**config.mk**
```make
export PLATFORM = sky130hd
export DESIGN_NAME = seq_frame_rx
export DESIGN_NICKNAME = d
export VERILOG_FILES = /design/src/rtl/seq_rx_pkg.sv /design/src/rtl/seq_head_detect.sv /design/src/rtl/seq_frame_rx.sv
export SDC_FILE = /design/constraint.sdc
export NUM_CORES = 1
export LEC_CHECK = 0
export CORE_MARGIN = 2
export CORE_UTILIZATION = 48
export CTS_CLUSTER_SIZE = 14
export DETAILED_ROUTE_END_ITERATION = 16
export DONT_BUFFER_PORTS = 1
export SYNTH_ARGS = -nofsm -noshare
export SYNTH_HDL_FRONTEND = slang
export SYNTH_SLANG_ARGS = --single-unit
```
**constraint.sdc**
```tcl
create_clock -name clk -period 2.15 [get_ports clk]
set_input_delay 0.215 -clock clk [delete_from_list [all_inputs] [get_ports clk]]
set_output_delay 0.215 -clock clk [all_outputs]
set_load 0.01 [all_outputs]
```
**src/rtl/seq_rx_pkg.sv**
```systemverilog
// Shared definitions for the serial frame receiver and its transmitter model:
// state encoding, checksum mode constants and the checksum accumulation step.
package seq_rx_pkg;

    typedef enum logic [1:0] {
        ST_HUNT    = 2'd0,
        ST_PAYLOAD = 2'd1,
        ST_CHECK   = 2'd2
    } state_t;

    localparam int CHK_SUM   = 0;
    localparam int CHK_XOR   = 1;
    localparam int CHK_MAX_W = 16;

    // Operates at the widest supported word; callers truncate to DATA_W,
    // which keeps the sum correct modulo 2^DATA_W.
    function automatic logic [CHK_MAX_W-1:0] chk_step(
        input logic [CHK_MAX_W-1:0] acc,
        input logic [CHK_MAX_W-1:0] word,
        input logic                 xor_mode
    );
        return xor_mode ? (acc ^ word) : (acc + word);
    endfunction

endpackage

```
**src/rtl/seq_head_detect.sv**
```systemverilog
// Parametrised header detector: shifts qualified bits MSB-first and flags a
// match against HEAD_PAT, both combinationally and as a registered pulse.
module seq_head_detect #(
    parameter int                 HEAD_W   = 8,
    parameter logic [HEAD_W-1:0]  HEAD_PAT = 8'hA5
) (
    input  logic clk,
    input  logic rst,
    input  logic en,
    input  logic clr,
    input  logic din,
    output logic match,
    output logic hit
);

    logic [HEAD_W-1:0] shreg;
    logic [HEAD_W-1:0] shifted;

    assign shifted = {shreg[HEAD_W-2:0], din};
    assign match   = en && (shifted == HEAD_PAT);

    always_ff @(posedge clk) begin
        if (rst) begin
            shreg <= '0;
            hit   <= 1'b0;
        end else begin
            hit <= match;
            if (clr)
                shreg <= '0;
            else if (en)
                shreg <= shifted;
        end
    end

endmodule

```
**src/rtl/seq_frame_rx.sv**
```systemverilog
// Serial frame receiver: hunts a header, deserialises NUM_BYTES words plus a
// checksum word MSB first, verifies the checksum and counts failed frames.
module seq_frame_rx
    import seq_rx_pkg::*;
#(
    parameter int                DATA_W    = 8,
    parameter int                NUM_BYTES = 4,
    parameter int                HEAD_W    = 8,
    parameter logic [HEAD_W-1:0] HEAD_PAT  = 8'hA5,
    parameter int                CHK_MODE  = CHK_SUM,
    parameter int                ERR_W     = 8
) (
    input  logic                          clk,
    input  logic                          rst,
    input  logic                          bit_en,
    input  logic                          data_in,
    output logic [NUM_BYTES*DATA_W-1:0]   out_data,
    output logic [DATA_W-1:0]             out_chk,
    output logic                          frame_valid,
    output logic                          check_ok,
    output logic                          busy,
    output logic                          head,
    output logic [ERR_W-1:0]              err_cnt
);

    localparam int PAY_BITS = NUM_BYTES * DATA_W;
    localparam int FRM_BITS = PAY_BITS + DATA_W;
    localparam int CNT_W    = $clog2(FRM_BITS + 1);
    localparam int BPOS_W   = $clog2(DATA_W);

    localparam logic [CNT_W-1:0]  LAST_PAY = CNT_W'(PAY_BITS - 1);
    localparam logic [CNT_W-1:0]  LAST_CHK = CNT_W'(FRM_BITS - 1);
    localparam logic [BPOS_W-1:0] LAST_BIT = BPOS_W'(DATA_W - 1);
    localparam logic              XOR_MODE = (CHK_MODE == CHK_XOR);

    function automatic logic [ERR_W-1:0] sat_inc(input logic [ERR_W-1:0] v);
        return (&v) ? v : v + ERR_W'(1);
    endfunction

    state_t                state, state_nxt;
    logic [CNT_W-1:0]      cnt;
    logic [BPOS_W-1:0]     bpos;
    logic [PAY_BITS-1:0]   frame_sr;
    logic [DATA_W-1:0]     chk_sr;
    logic [DATA_W-1:0]     acc;
    logic [DATA_W-1:0]     word_now;
    logic [DATA_W-1:0]     chk_now;
    logic                  det_match;
    logic                  pay_bit;
    logic                  chk_bit;
    logic                  frame_done;

    assign pay_bit    = bit_en && (state == ST_PAYLOAD);
    assign chk_bit    = bit_en && (state == ST_CHECK);
    assign frame_done = chk_bit && (cnt == LAST_CHK);
    // Word completed by the current bit, including data_in itself.
    assign word_now   = {frame_sr[DATA_W-2:0], data_in};
    assign chk_now    = {chk_sr[DATA_W-2:0], data_in};
    assign busy       = (state != ST_HUNT);

    // Detector is cleared at frame end so a whole fresh header is required.
    seq_head_detect #(
        .HEAD_W   (HEAD_W),
        .HEAD_PAT (HEAD_PAT)
    ) u_head_detect (
        .clk   (clk),
        .rst   (rst),
        .en    (bit_en && (state == ST_HUNT)),
        .clr   (frame_done),
        .din   (data_in),
        .match (det_match),
        .hit   (head)
    );

    always_ff @(posedge clk) begin
        if (rst)
            state <= ST_HUNT;
        else
            state <= state_nxt;
    end

    always_comb begin
        state_nxt = state;
        case (state)
            ST_HUNT:    if (det_match) state_nxt = ST_PAYLOAD;
            ST_PAYLOAD: if (pay_bit && (cnt == LAST_PAY)) state_nxt = ST_CHECK;
            ST_CHECK:   if (frame_done) state_nxt = ST_HUNT;
            default:    state_nxt = ST_HUNT;
        endcase
    end

    always_ff @(posedge clk) begin
        if (rst) begin
            cnt         <= '0;
            bpos        <= '0;
            acc         <= '0;
            frame_sr    <= '0;
            chk_sr      <= '0;
            out_data    <= '0;
            out_chk     <= '0;
            check_ok    <= 1'b0;
            frame_valid <= 1'b0;
            err_cnt     <= '0;
        end else begin
            frame_valid <= frame_done;
            if (det_match) begin
                cnt  <= '0;
                bpos <= '0;
                acc  <= '0;
            end
            if (pay_bit) begin
                frame_sr <= {frame_sr[PAY_BITS-2:0], data_in};
                cnt      <= cnt + CNT_W'(1);
                if (bpos == LAST_BIT) begin
                    bpos <= '0;
                    acc  <= DATA_W'(chk_step(CHK_MAX_W'(acc), CHK_MAX_W'(word_now), XOR_MODE));
                end else begin
                    bpos <= bpos + BPOS_W'(1);
                end
            end
            if (chk_bit) begin
                chk_sr <= chk_now;
                cnt    <= cnt + CNT_W'(1);
            end
            if (frame_done) begin
                out_data <= frame_sr;
                out_chk  <= chk_now;
                check_ok <= (chk_now == acc);
                if (chk_now != acc)
                    err_cnt <= sat_inc(err_cnt);
            end
        end
    end

endmodule
```
==> results.yml, run 1 <==
outcome:
  status: "complete, no violations"
pwr:
  leakage_nw: 2.044
  vdd_drop_max_v: 0.0005071
  power_density_mw_per_mm2: 912.4
  finalPower_w: 0.005097
cts:
  clk_pin_slew_worst_paths_ns: 0.06
  cts-root-buf: "clkbuf_8"
  cts.sinks: 116
  ctsHtreeMaxLevel: 4
  clk_latency_ns: 0.51
  cts_setup_buffers: 0
  cts_buffers: 17
  cts_buffer_depth: 2
  cts_tree: "done"
worst_setup_path:
  path_max_fanout: 7
  worstSetupStartpoint: "state[1]"
  crit_type: "reg -> reg"
  arrival_ns: 2.46
  r2r_end: "state[0]"
  reg2reg_slack_ns: 0.07
  r2r_cells: 6
  cp-start-kind: "flop"
  worstPathRequired_ns: 2.54
  worst_r2r_startpoint: "state[1]"
  cp-end-kind: "flop"
floorplanning:
  rows: 36
  initial_utilization_pct: 48.91
  die_area_mm2: 0.01063
  fp.dieH_um: 103.1
  core_area_mm2: 0.009639
  ios: 56
  die_w_um: 103.1
global_routing:
  grt-ovfl-total: 0
  antenna_found_initial: 0
  grt_pass1_vias: 3410
  grt_start_max_net_pins: 108
  grt_pass1_wl_um: 16440
  grt_util_all_layers_pct: 19.82
hold_path:
  hold_path_startpoint: "data_in"
  holdPathEnd: "acc[0]"
  hold-path-cell-count: 3
  hold_class: "in -> reg"
routing:
  wirelength_um: 10240
  vias_per_cell: 5.289
  topRoutingLayerUsed: "met4"
  wl_per_cell_um: 14.19
  ant_nets: 0
  dr_wl_met3_um: 468
  m1WireLength_um: 4729
  drt-pass1-iter-count: 4
  drtIter0Drc: 114
  drc: 0
  dr_wl_met2_um: 4920
  vias: 3819
synth:
  syn_area_mm2: 0.004715
  synthCells: 568
  synth_edf_count: 0
  async_reset_ff_share_pct: 0
  synth_cell_types: 56
  synth-seq-cells: 116
  synthFlopType: "dfxtp_1"
  synth_warnings: 0
  seq_area_frac_synth_pct: 49.26
  syn_area_per_cell_um2: 8.300
  synth.net_count: 584
layout:
  seq_area_mm2: 0.002325
  mostFrequentLayoutCells: "156 x nand2_1, 114 x dfxtp_1, 94 x a21oi_1"
  antenna_cells: 0
  area_growth_pct: 18.50
  fin_util_pct: 57.96
  n_fill_cell: 913
  multi_input_area_mm2: 0.002222
  mostFrequentLayoutCell: "nand2_1"
  nets: 592
  drive_above_1_share_pct: 9.677
sta:
  slew_headroom_pct: 67.66
  post-route-min-period_ns: 2.075
  drv_slew: 0
  hold_viol_final: 0
  final-setup-viol-count: 0
  holdWs_ns: 0.03488
  period_share_pct: 96.52
  fin_skew_ns: 0.008218
  timing.final.ws_setup_ns: 0.07484
  worstMarginPinSlew_ns: 0.4852
  fmax_mhz: 481.9
placed_design:
  pre_cts_ws_ns: 0.1429
  numPortBuffers: 0
  hpwl_um: 6206
  gp_congestion: 0.8504
flow_run:
  drv_cap: 0
[per-layer routing]
metal	track usage, %	vias to the layer above
met5	0	-
met4	7.591	0
met3	5.085	15
met2	32.42	75
met1	25.17	1776
li1	-	1953
[stage by stage]
stage	setup TNS [ns]	instance area, um^2	instances
6_report	0	5587	722
5_1_grt	-0.001562	5587	722
4_1_cts	0	5570	722
3_5_place_dp	0	4795	675
3_3_place_gp	0	4795	675
2_1_floorplan	0	4715	568
[cells in the mapped netlist, types with 5 or more instances]
library cell	n	area share, %
nand2_1	156	12
dfxtp_1	116	49
a21oi_1	94	10
nor2_1	29	2.3
clkbuf_1	22	1.8
mux2i_1	14	3.0
buf_2	12	1.3
ha_1	11	2.9
nand3_1	11	1.2
nor3_1	9	0.96
o21ai_0	9	0.96
inv_1	8	0.64
nor2b_1	6	0.80
xnor2_1	5	0.93
[state kept, by name, summed over array words and instances, names as in the netlist]
| signal | flops |
|---|---|
| acc | 8 |
| bpos | 3 |
| check_ok | 1 |
| chk_sr | 7 |
| cnt | 6 |
| err_cnt | 8 |
| frame_sr | 32 |
| frame_valid | 1 |
| out_chk | 8 |
| out_data | 32 |
| state | 2 |
| u_head_detect.hit | 1 |
| u_head_detect.shreg | 7 |
[power by group]
part           leakage, nW  switching [W]  internal, W
Sequential           0.935     0.00000213      0.00215
Combinational        0.815      0.0000401    0.0000174
Clock                0.294        0.00108      0.00180
Total                 2.04        0.00113      0.00397
[critical path, stage by stage (launching register included)]
cell	delay (ns)
dfxtp_2	0.34
and2b_1	0.26
nand2_1	0.10
or4_1	0.53
nand2_1	0.09
a21oi_1	0.07
dlygate4sd3_1	0.57
[worst max-delay path by stage]
stage                       endpoint  slack [ns]
after floorplan           err_cnt[5]        0.26
after global placement        acc[6]        0.20
after detailed placement      acc[6]        0.14
after CTS                     cnt[2]        0.06
after global routing        state[0]      -0.002
final                       state[0]        0.07
[logic make-up after synthesis]
kind of cell | after synthesis | share of synthesized area, %
AND/OR/NAND/NOR | 244 | 23.25
AO/OA/AOI/OAI | 128 | 15.05
flip-flops | 116 | 49.26
buffers and inverters | 43 | 3.901
multiplexers | 16 | 3.530
adder cells (fa/ha/maj) | 12 | 3.344
XOR/XNOR | 9 | 1.672
[what timing repair did]
action / 4_1_cts / 5_1_grt
gates resized for setup: 0 / 6
setup endpoints to repair: 0 / 3
hold buffers: 15 / 0
endpoints found under the hold margin: 116 / 0
[final cells by class]
type | instances | area share (%)
clock inverters | 15 | 3.471
multi-input cells | 409 | 39.78
well taps | 133 | 2.979
clock buffers | 17 | 7.413
flip-flops and latches | 116 | 41.61
inverters | 8 | 0.5375
repair buffers | 24 | 4.211
Power figures use the tool's default switching activity.
==> run 2: changes to the inputs <==
GPL_TIMING_DRIVEN = 0   (was not set)
==> results.yml, run 2 (same netlist as run 1, synthesis figures left out) <==
pwr:
  leakage_nw: 2.003
  switching_power_w: 0.0009973
  combPwrFrac_pct: 1.3
  p_clk_share_pct: 57.6
  power_density_mw_per_mm2: 942.2
  p_seq_share_pct: 41.1
  power.share.switching_pct: 19.02
  intPower_w: 0.004245
  finalPower_w: 0.005242
  vdd_drop_max_v: 0.0006162
global_routing:
  antenna_found_initial: 0
  grt_pass1_vias: 3478
  grt_util_all_layers_pct: 21.04
  grt_start_max_net_pins: 17
  grt_pass1_wl_um: 17280
  grt-ovfl-total: 0
worst_setup_path:
  cp-end-kind: "flop"
  arrival_ns: 2.46
  crit_type: "reg -> reg"
  path_max_fanout: 8
  worstPathRequired_ns: 2.51
  cp-start-kind: "flop"
placed_design:
  gp_congestion: 0.8407
  numPortBuffers: 0
  pre_cts_ws_ns: 0.05264
  hpwl_um: 7403
routing:
  wl_per_cell_um: 14.77
  drt-pass1-iter-count: 4
  wirelength_um: 10820
  vias_per_cell: 5.322
  drc: 0
  drtIter0Drc: 134
  vias: 3901
  ant_nets: 0
floorplanning:
  die_w_um: 103.1
  ios: 56
  fp.dieH_um: 103.1
  core_area_mm2: 0.009639
  initial_utilization_pct: 48.91
  die_area_mm2: 0.01063
  rows: 36
layout:
  seq_area_mm2: 0.002323
  top_regs: "frame_sr x32, out_data x32"
  mostFrequentLayoutCells: "156 x nand2_1, 115 x dfxtp_1, 93 x a21oi_1"
  multi_input_area_mm2: 0.002237
  mostFrequentLayoutCell: "nand2_1"
  area_growth_pct: 18.02
  nets: 604
  fin_util_pct: 57.72
  n_fill_cell: 940
  drive_above_1_share_pct: 10.00
  antenna_cells: 0
sta:
  worstMarginPinSlew_ns: 0.5796
  slew_headroom_pct: 60.82
  fmax_mhz: 476.4
  rsz0062_at_grt: "true"
  final-setup-viol-count: 0
  period_share_pct: 97.63
  post-route-min-period_ns: 2.099
  holdWs_ns: 0.01474
  drv_slew: 0
  fin_skew_ns: 0.01395
  hold_viol_final: 0
  timing.final.ws_setup_ns: 0.05090
flow_run:
  drv_cap: 0
cts:
  cts_buffers: 17
  clk_pin_slew_worst_paths_ns: 0.06
  cts_tree: "done"
  cts.sinks: 116
  clk_latency_ns: 0.51
  cts-root-buf: "clkbuf_8"
  ctsHtreeMaxLevel: 4
  cts_buffer_depth: 2
hold_path:
  hold_class: "in -> reg"
outcome:
  status: "complete, no violations"
[run 2: critical path, cell delays in order, from the launching register on]
cell and delay (ns):
dfxtp_1 0.32, nor4b_1 0.55, nand3_2 0.31, and2_1 0.24, buf_2 0.18, a22oi_1 0.26, nor2_1 0.08
[run 2: worst paths after layout]
check,startpoint,to,slack [ns],cells after the start
worst min register to register,frame_sr[31],out_data[31],0.44,2
worst max register to register,u_head_detect.shreg[0],acc[3],0.05,6
worst min-delay path,bit_en,cnt[3],0.01,3
worst max-delay path,u_head_detect.shreg[0],acc[3],0.05,6
[run 2: cell type report]
type	count	share of cell area [%]
Clock inverter	10	3.193
Buffer	34	2.698
Timing Repair Buffer	2	0.3598
Inverter	8	0.5397
Multi-Input combinational cell	409	40.21
Clock buffer	21	8.253
Sequential cell	116	41.76
Tap cell	133	2.991
[run 2: per-layer routing]
layer / wire, um / global-route usage (%) / up-vias
met5: 0 / 0 / -
met1: 5181 / 28.54 / 1844
met3: 579 / 7.322 / 9
met4: 98 / 6.781 / 0
li1: - / - / 1972
met2: 4964 / 31.47 / 76
[run 2: what timing repair did]
action / in CTS / in global routing
hold endpoints to repair: 6 / 0
setup endpoints to repair: 0 / 6
buffers inserted: 0 / 0
hold buffers: 2 / 0
resized for setup: 0 / 8
[run 2: power groups by stage]
stage | Clock, W | Combinational (W) | Sequential (W)
detailed placement | 0 | 0.0000632 | 0.00220
floorplan | 0 | 0.0000436 | 0.00220
global placement | 0 | 0.0000630 | 0.00220
finish | 0.00302 | 0.0000684 | 0.00215
CTS | 0.00307 | 0.0000685 | 0.00215
global route | 0.00317 | 0.0000746 | 0.00215
[run 2: through the flow]
stage                      TNS, ns  cell area (um^2)  cells
after detailed placement         0              4881    701
after global placement           0              4881    701
final                            0              5564    733
after floorplan                  0              4715    568
after global routing      -0.02182              5564    733
after CTS                        0              5538    734
==> RTL edit 1 (config.mk and constraints of run 2) <==
Put one more register stage on the output `out_chk`, with the module's reset. The value now appears one clock later. The other outputs are not delayed to match.
--- a/src/rtl/seq_frame_rx.sv
+++ b/src/rtl/seq_frame_rx.sv
@@ -32,6 +32,8 @@
     localparam logic [CNT_W-1:0]  LAST_CHK = CNT_W'(FRM_BITS - 1);
     localparam logic [BPOS_W-1:0] LAST_BIT = BPOS_W'(DATA_W - 1);
     localparam logic              XOR_MODE = (CHK_MODE == CHK_XOR);
+
+    logic [DATA_W-1:0] out_chk_s0;
 
     function automatic logic [ERR_W-1:0] sat_inc(input logic [ERR_W-1:0] v);
         return (&v) ? v : v + ERR_W'(1);
@@ -97,7 +99,7 @@
             frame_sr    <= '0;
             chk_sr      <= '0;
             out_data    <= '0;
-            out_chk     <= '0;
+            out_chk_s0  <= '0;
             check_ok    <= 1'b0;
             frame_valid <= 1'b0;
             err_cnt     <= '0;
@@ -124,7 +126,7 @@
             end
             if (frame_done) begin
                 out_data <= frame_sr;
-                out_chk  <= chk_now;
+                out_chk_s0 <= chk_now;
                 check_ok <= (chk_now == acc);
                 if (chk_now != acc)
                     err_cnt <= sat_inc(err_cnt);
@@ -132,4 +134,12 @@
         end
     end
 
+    always_ff @(posedge clk) begin
+        if (rst) begin
+            out_chk <= '0;
+        end else begin
+            out_chk <= out_chk_s0;
+        end
+    end
+
 endmodule
Behaviour: no difference found for any inputs over 10 cycles, from zero or initial values and one cycle with rst high; that may be too few to reach the edited logic, so the function may still have changed.
==> RTL edit 1 against run 2 <==
  * Highest routed layer unchanged
  * Count of clock-buffer cells in the layout decreased by 3
  * Worst setup slack improved by 0.026 ns
  * Synthesized area increased by 4.6%
  * Final area increased by 3.8%
  * Sequential cell count increased by 8
  * Die area increased by 4.4%
  * Critical path type unchanged
  * Power increased by 3.2%
  * Wire length increased by 0.65%
==> RTL edit 1: results (changes against run 2) <==
* Vias in the first global route at 3768 (was 3478)
* Clk_buf instances at 18 (was 21)
* Critical Path AT at 2.48 ns (was 2.46 ns)
* Slowest CP cell: or4_4 (was nor4b_1)
* Synth top area cells: dfxtp_1 50%, nand2_1 12%, a21oi_1 9.2%, mux2i_1 3.2%, ha_1 2.8% (was dfxtp_1 49%, nand2_1 12%, a21oi_1 10%, mux2i_1 3.0%, ha_1 2.9%)
* First-pass iteration count of the detailed router at 5 (was 4)
* Initial DRC Count at 239 (was 134)
* Synth cell types at 51 (was 56)
* Layout cell share with drive strength beyond 1 at 8.77% (was 10.0%)
* Signal inverters at 6 (was 8)
* Gr usage total at 20.6% (was 21.0%)
* DP Cell Count at 717 (was 701)
* Net Count, Synth at 600 (was 584)
* Post-synth ARST share at 0% (unchanged)
* NonClk Buf Share at 3.10% (was 3.06%)
* XOR/XNOR share of the synthesized area at 1.60% (was 1.67%)
* Layout Utilization at 58.6% (was 57.7%)
* Multiplexer share of the synthesized area at 3.78% (was 3.53%)
* Final net count at 620 (was 604)
* Met2 usage at 32.4% (was 31.5%)
* R2r startpoint: acc[0]$_SDFF_PP0_ (was u_head_detect.shreg[0]$_SDFFE_PP0P_)
* Synth cell count leaders: 155 x nand2_1, 124 x dfxtp_1, 91 x a21oi_1, 28 x nor2_1, 25 x clkbuf_1 (was 156 x nand2_1, 116 x dfxtp_1, 94 x a21oi_1, 29 x nor2_1, 22 x clkbuf_1)
* Clock network area share at 11.0% (was 11.4%)
* Place WS at 0.0994 ns (was 0.0526 ns)
* Hold Path Origin: data_in (was bit_en)
* Area share of fa/ha/maj cells after synthesis at 3.20% (was 3.34%)
* Final wirelength at 10900 um (was 10800 um)
* #FFs+latches synth at 124 (was 116)
* Final HPWL DP at 7590 um (was 7400 um)
* Multi-input combinational cell count at 417 (was 409)
* Non-CTS buffers at 38 (was 36)
* Final Skew at 0.00785 ns (was 0.0140 ns)
* Seq/total area at 43.0% (was 41.8%)
* Clk pin slew, worst setup/hold paths at 0.06 ns (about the same)
* Chip Width at 105 um (was 103 um)
* CP Max Fanout at 10 (was 8)
* First-pass GRT wire length at 18400 um (was 17300 um)
* Drt wl/cell at 14.5 um (was 14.8 um)
* Vias per inst at 5.44 (was 5.32)
* Status: completed (unchanged)
* Multi-input logic area at 2290 um2 (was 2240 um2)
* Met3 Use GR at 5.57% (was 7.32%)
* Syn Area/Cell at 8.44 um2 (was 8.30 um2)
* Fillers at 873 (was 940)
* DP Area at 5100 um2 (was 4880 um2)
* M1 GR Usage at 26.9% (was 28.5%)
## RTL edit 1: worst min-delay path: stages
cell	delay (ns)
ha_1	0.13
a22oi_1	0.09
nor2_1	0.08
## RTL edit 1: path summary, 6_finish.rpt
kind / endpoint / slack [ns] / cells past startpoint
hold / removal: acc[0]$_SDFF_PP0_ / 0.03 / 3
setup reg to reg: err_cnt[5]$_SDFFE_PP0P_ / 0.08 / 6
hold reg to reg: out_chk_s0[5]$_SDFFE_PP0P_ / 0.45 / 2
setup / recovery: err_cnt[5]$_SDFFE_PP0P_ / 0.08 / 6
## RTL edit 1: report_power, final
part           switching [mW]  internal (mW)
clock                    1.03           2.00
sequential            0.00149           2.30
combinational          0.0557         0.0160
## RTL edit 1: per-layer routing
metal  share of wire, %  up-vias
li1                   -     2039
met1                 48     1935
met2                 47       85
met3                4.4       13
met4                1.3        0
met5                  0        -
## RTL edit 1: timing repair
action	CTS	global route
endpoints found under the hold margin	4	0
gates resized for setup	0	11
buffers inserted	0	1
hold buffers	1	0
setup endpoints to repair	0	43
==> RTL edit 2 (config.mk and constraints of run 2) <==
Without the edit above. `HEAD_W` is set to 8 in 2 places; all go to 9.
--- a/src/rtl/seq_head_detect.sv
+++ b/src/rtl/seq_head_detect.sv
@@ -1,7 +1,7 @@
 // Parametrised header detector: shifts qualified bits MSB-first and flags a
 // match against HEAD_PAT, both combinationally and as a registered pulse.
 module seq_head_detect #(
-    parameter int                 HEAD_W   = 8,
+    parameter int                 HEAD_W   = 9,
     parameter logic [HEAD_W-1:0]  HEAD_PAT = 8'hA5
 ) (
     input  logic clk,
--- a/src/rtl/seq_frame_rx.sv
+++ b/src/rtl/seq_frame_rx.sv
@@ -5,7 +5,7 @@
 #(
     parameter int                DATA_W    = 8,
     parameter int                NUM_BYTES = 4,
-    parameter int                HEAD_W    = 8,
+    parameter int                HEAD_W    = 9,
     parameter logic [HEAD_W-1:0] HEAD_PAT  = 8'hA5,
     parameter int                CHK_MODE  = CHK_SUM,
     parameter int                ERR_W     = 8
Function: changed (Yosys sat finds a counterexample within 10 cycles, from zero or initial values and one cycle with rst high).
==> RTL edit 2 against run 2 <==
  * Final area grew 0.20%
  * Power is 3.8% lower
  * Utilization fell by 0.15 points
  * Worst setup slack worse by 0.00083 ns
  * Sequential cell count rose by 1
  * Wire length up 1.3%
  * Worst hold slack gained 0.065 ns
  * Synthesized area up 0.88%
  * Global-route usage is 0.19 points higher
  * Critical path type unchanged
  * Critical endpoint is now acc[6]$_SDFF_PP0_
  * Largest cell class unchanged
  * Largest power group unchanged
==> RTL edit 2: results (changes against run 2) <==
* Post-cts resize count at 1 (was 0)
* Metal1 wirelength at 5030 um (was 5180 um)
* Clock network area share at 10.6% (was 11.4%)
* Gr usage total at 21.2% (was 21.0%)
* First-pass GRT wire length at 18600 um (was 17300 um)
* Seq/total area at 42.1% (was 41.8%)
* Vias at 3934 (was 3901)
* Largest stage delay, worst path at 0.43 ns (was 0.55 ns)
* Syn Area/Cell at 8.42 um2 (was 8.30 um2)
* R2r startpoint: acc[0]$_SDFF_PP0_ (was u_head_detect.shreg[0]$_SDFFE_PP0P_)
* Signal inverters at 9 (was 8)
* Hold Path Depth at 2 (was 3)
* NonClk Buf Share at 3.43% (was 3.06%)
* Slowest CP cell: fa_1 (was nor4b_1)
* Drt wl/cell at 15.0 um (was 14.8 um)
* Vias in the first global route at 3765 (was 3478)
* Worst VDD drop at 0.444 mV (was 0.616 mV)
* End of the worst hold path: cnt[0]$_SDFFE_PP0P_ (was cnt[3]$_SDFFE_PP0P_)
* Final wirelength at 11000 um (was 10800 um)
* Non-CTS buffers at 38 (was 36)
* Final Skew at 0.00782 ns (was 0.0140 ns)
* Finished Cell Area at 5580 um2 (was 5560 um2)
* Hold Buf Count CTS at 3 (was 2)
* Flip-flop and latch count at 117 (was 116)
* Met2 wire len at 5410 um (was 4960 um)
* DP Cell Count at 698 (was 701)
* Final HPWL DP at 7480 um (was 7400 um)
* Synth top area cells: dfxtp_1 49%, nand2_1 12%, a21oi_1 9.5%, mux2i_1 3.2%, ha_1 2.9% (was dfxtp_1 49%, nand2_1 12%, a21oi_1 10%, mux2i_1 3.0%, ha_1 2.9%)
* Register area share after synthesis at 49.3% (about the same)
* Status: completed (unchanged)
* Crit path max-delay family: compound AO/OA/AOI/OAI gates (was simple AND/OR/NAND/NOR gates)
* Met2 usage at 35.2% (was 31.5%)
* Synth cell types at 57 (was 56)
* Layout cell share with drive strength beyond 1 at 10.2% (was 10.0%)
[RTL edit 2: through the flow]
step	setup slack [ns]	util, %	hold slack, ns
2_1_floorplan	0.244	-	0.351
3_3_place_gp	0.0367	50.8	0.357
3_5_place_dp	-0.0161	50.8	0.364
4_1_cts	0.0367	57.3	0.0657
5_1_grt	-0.0267	57.6	0.0822
6_report	0.0501	57.6	0.0796
[RTL edit 2: logic make-up after synthesis]
kind of cell,count (synthesis),synth area share (%)
and+or+nand+nor,238,22.5
xor gates and xnor gates,9,1.66
muxes,17,3.63
DFF,117,49.3
AOI/OAI and AO/OA,128,15.5
buffers and inverters,44,4.10
adders and majority gates,12,3.31
[RTL edit 2: report_power, final]
| group | total (mW) | switching [mW] | internal [mW] |
|---|---|---|---|
| clock network | 2.80 | 1.03 | 1.77 |
| registers | 2.17 | 0.00198 | 2.17 |
| logic | 0.0719 | 0.0535 | 0.0184 |
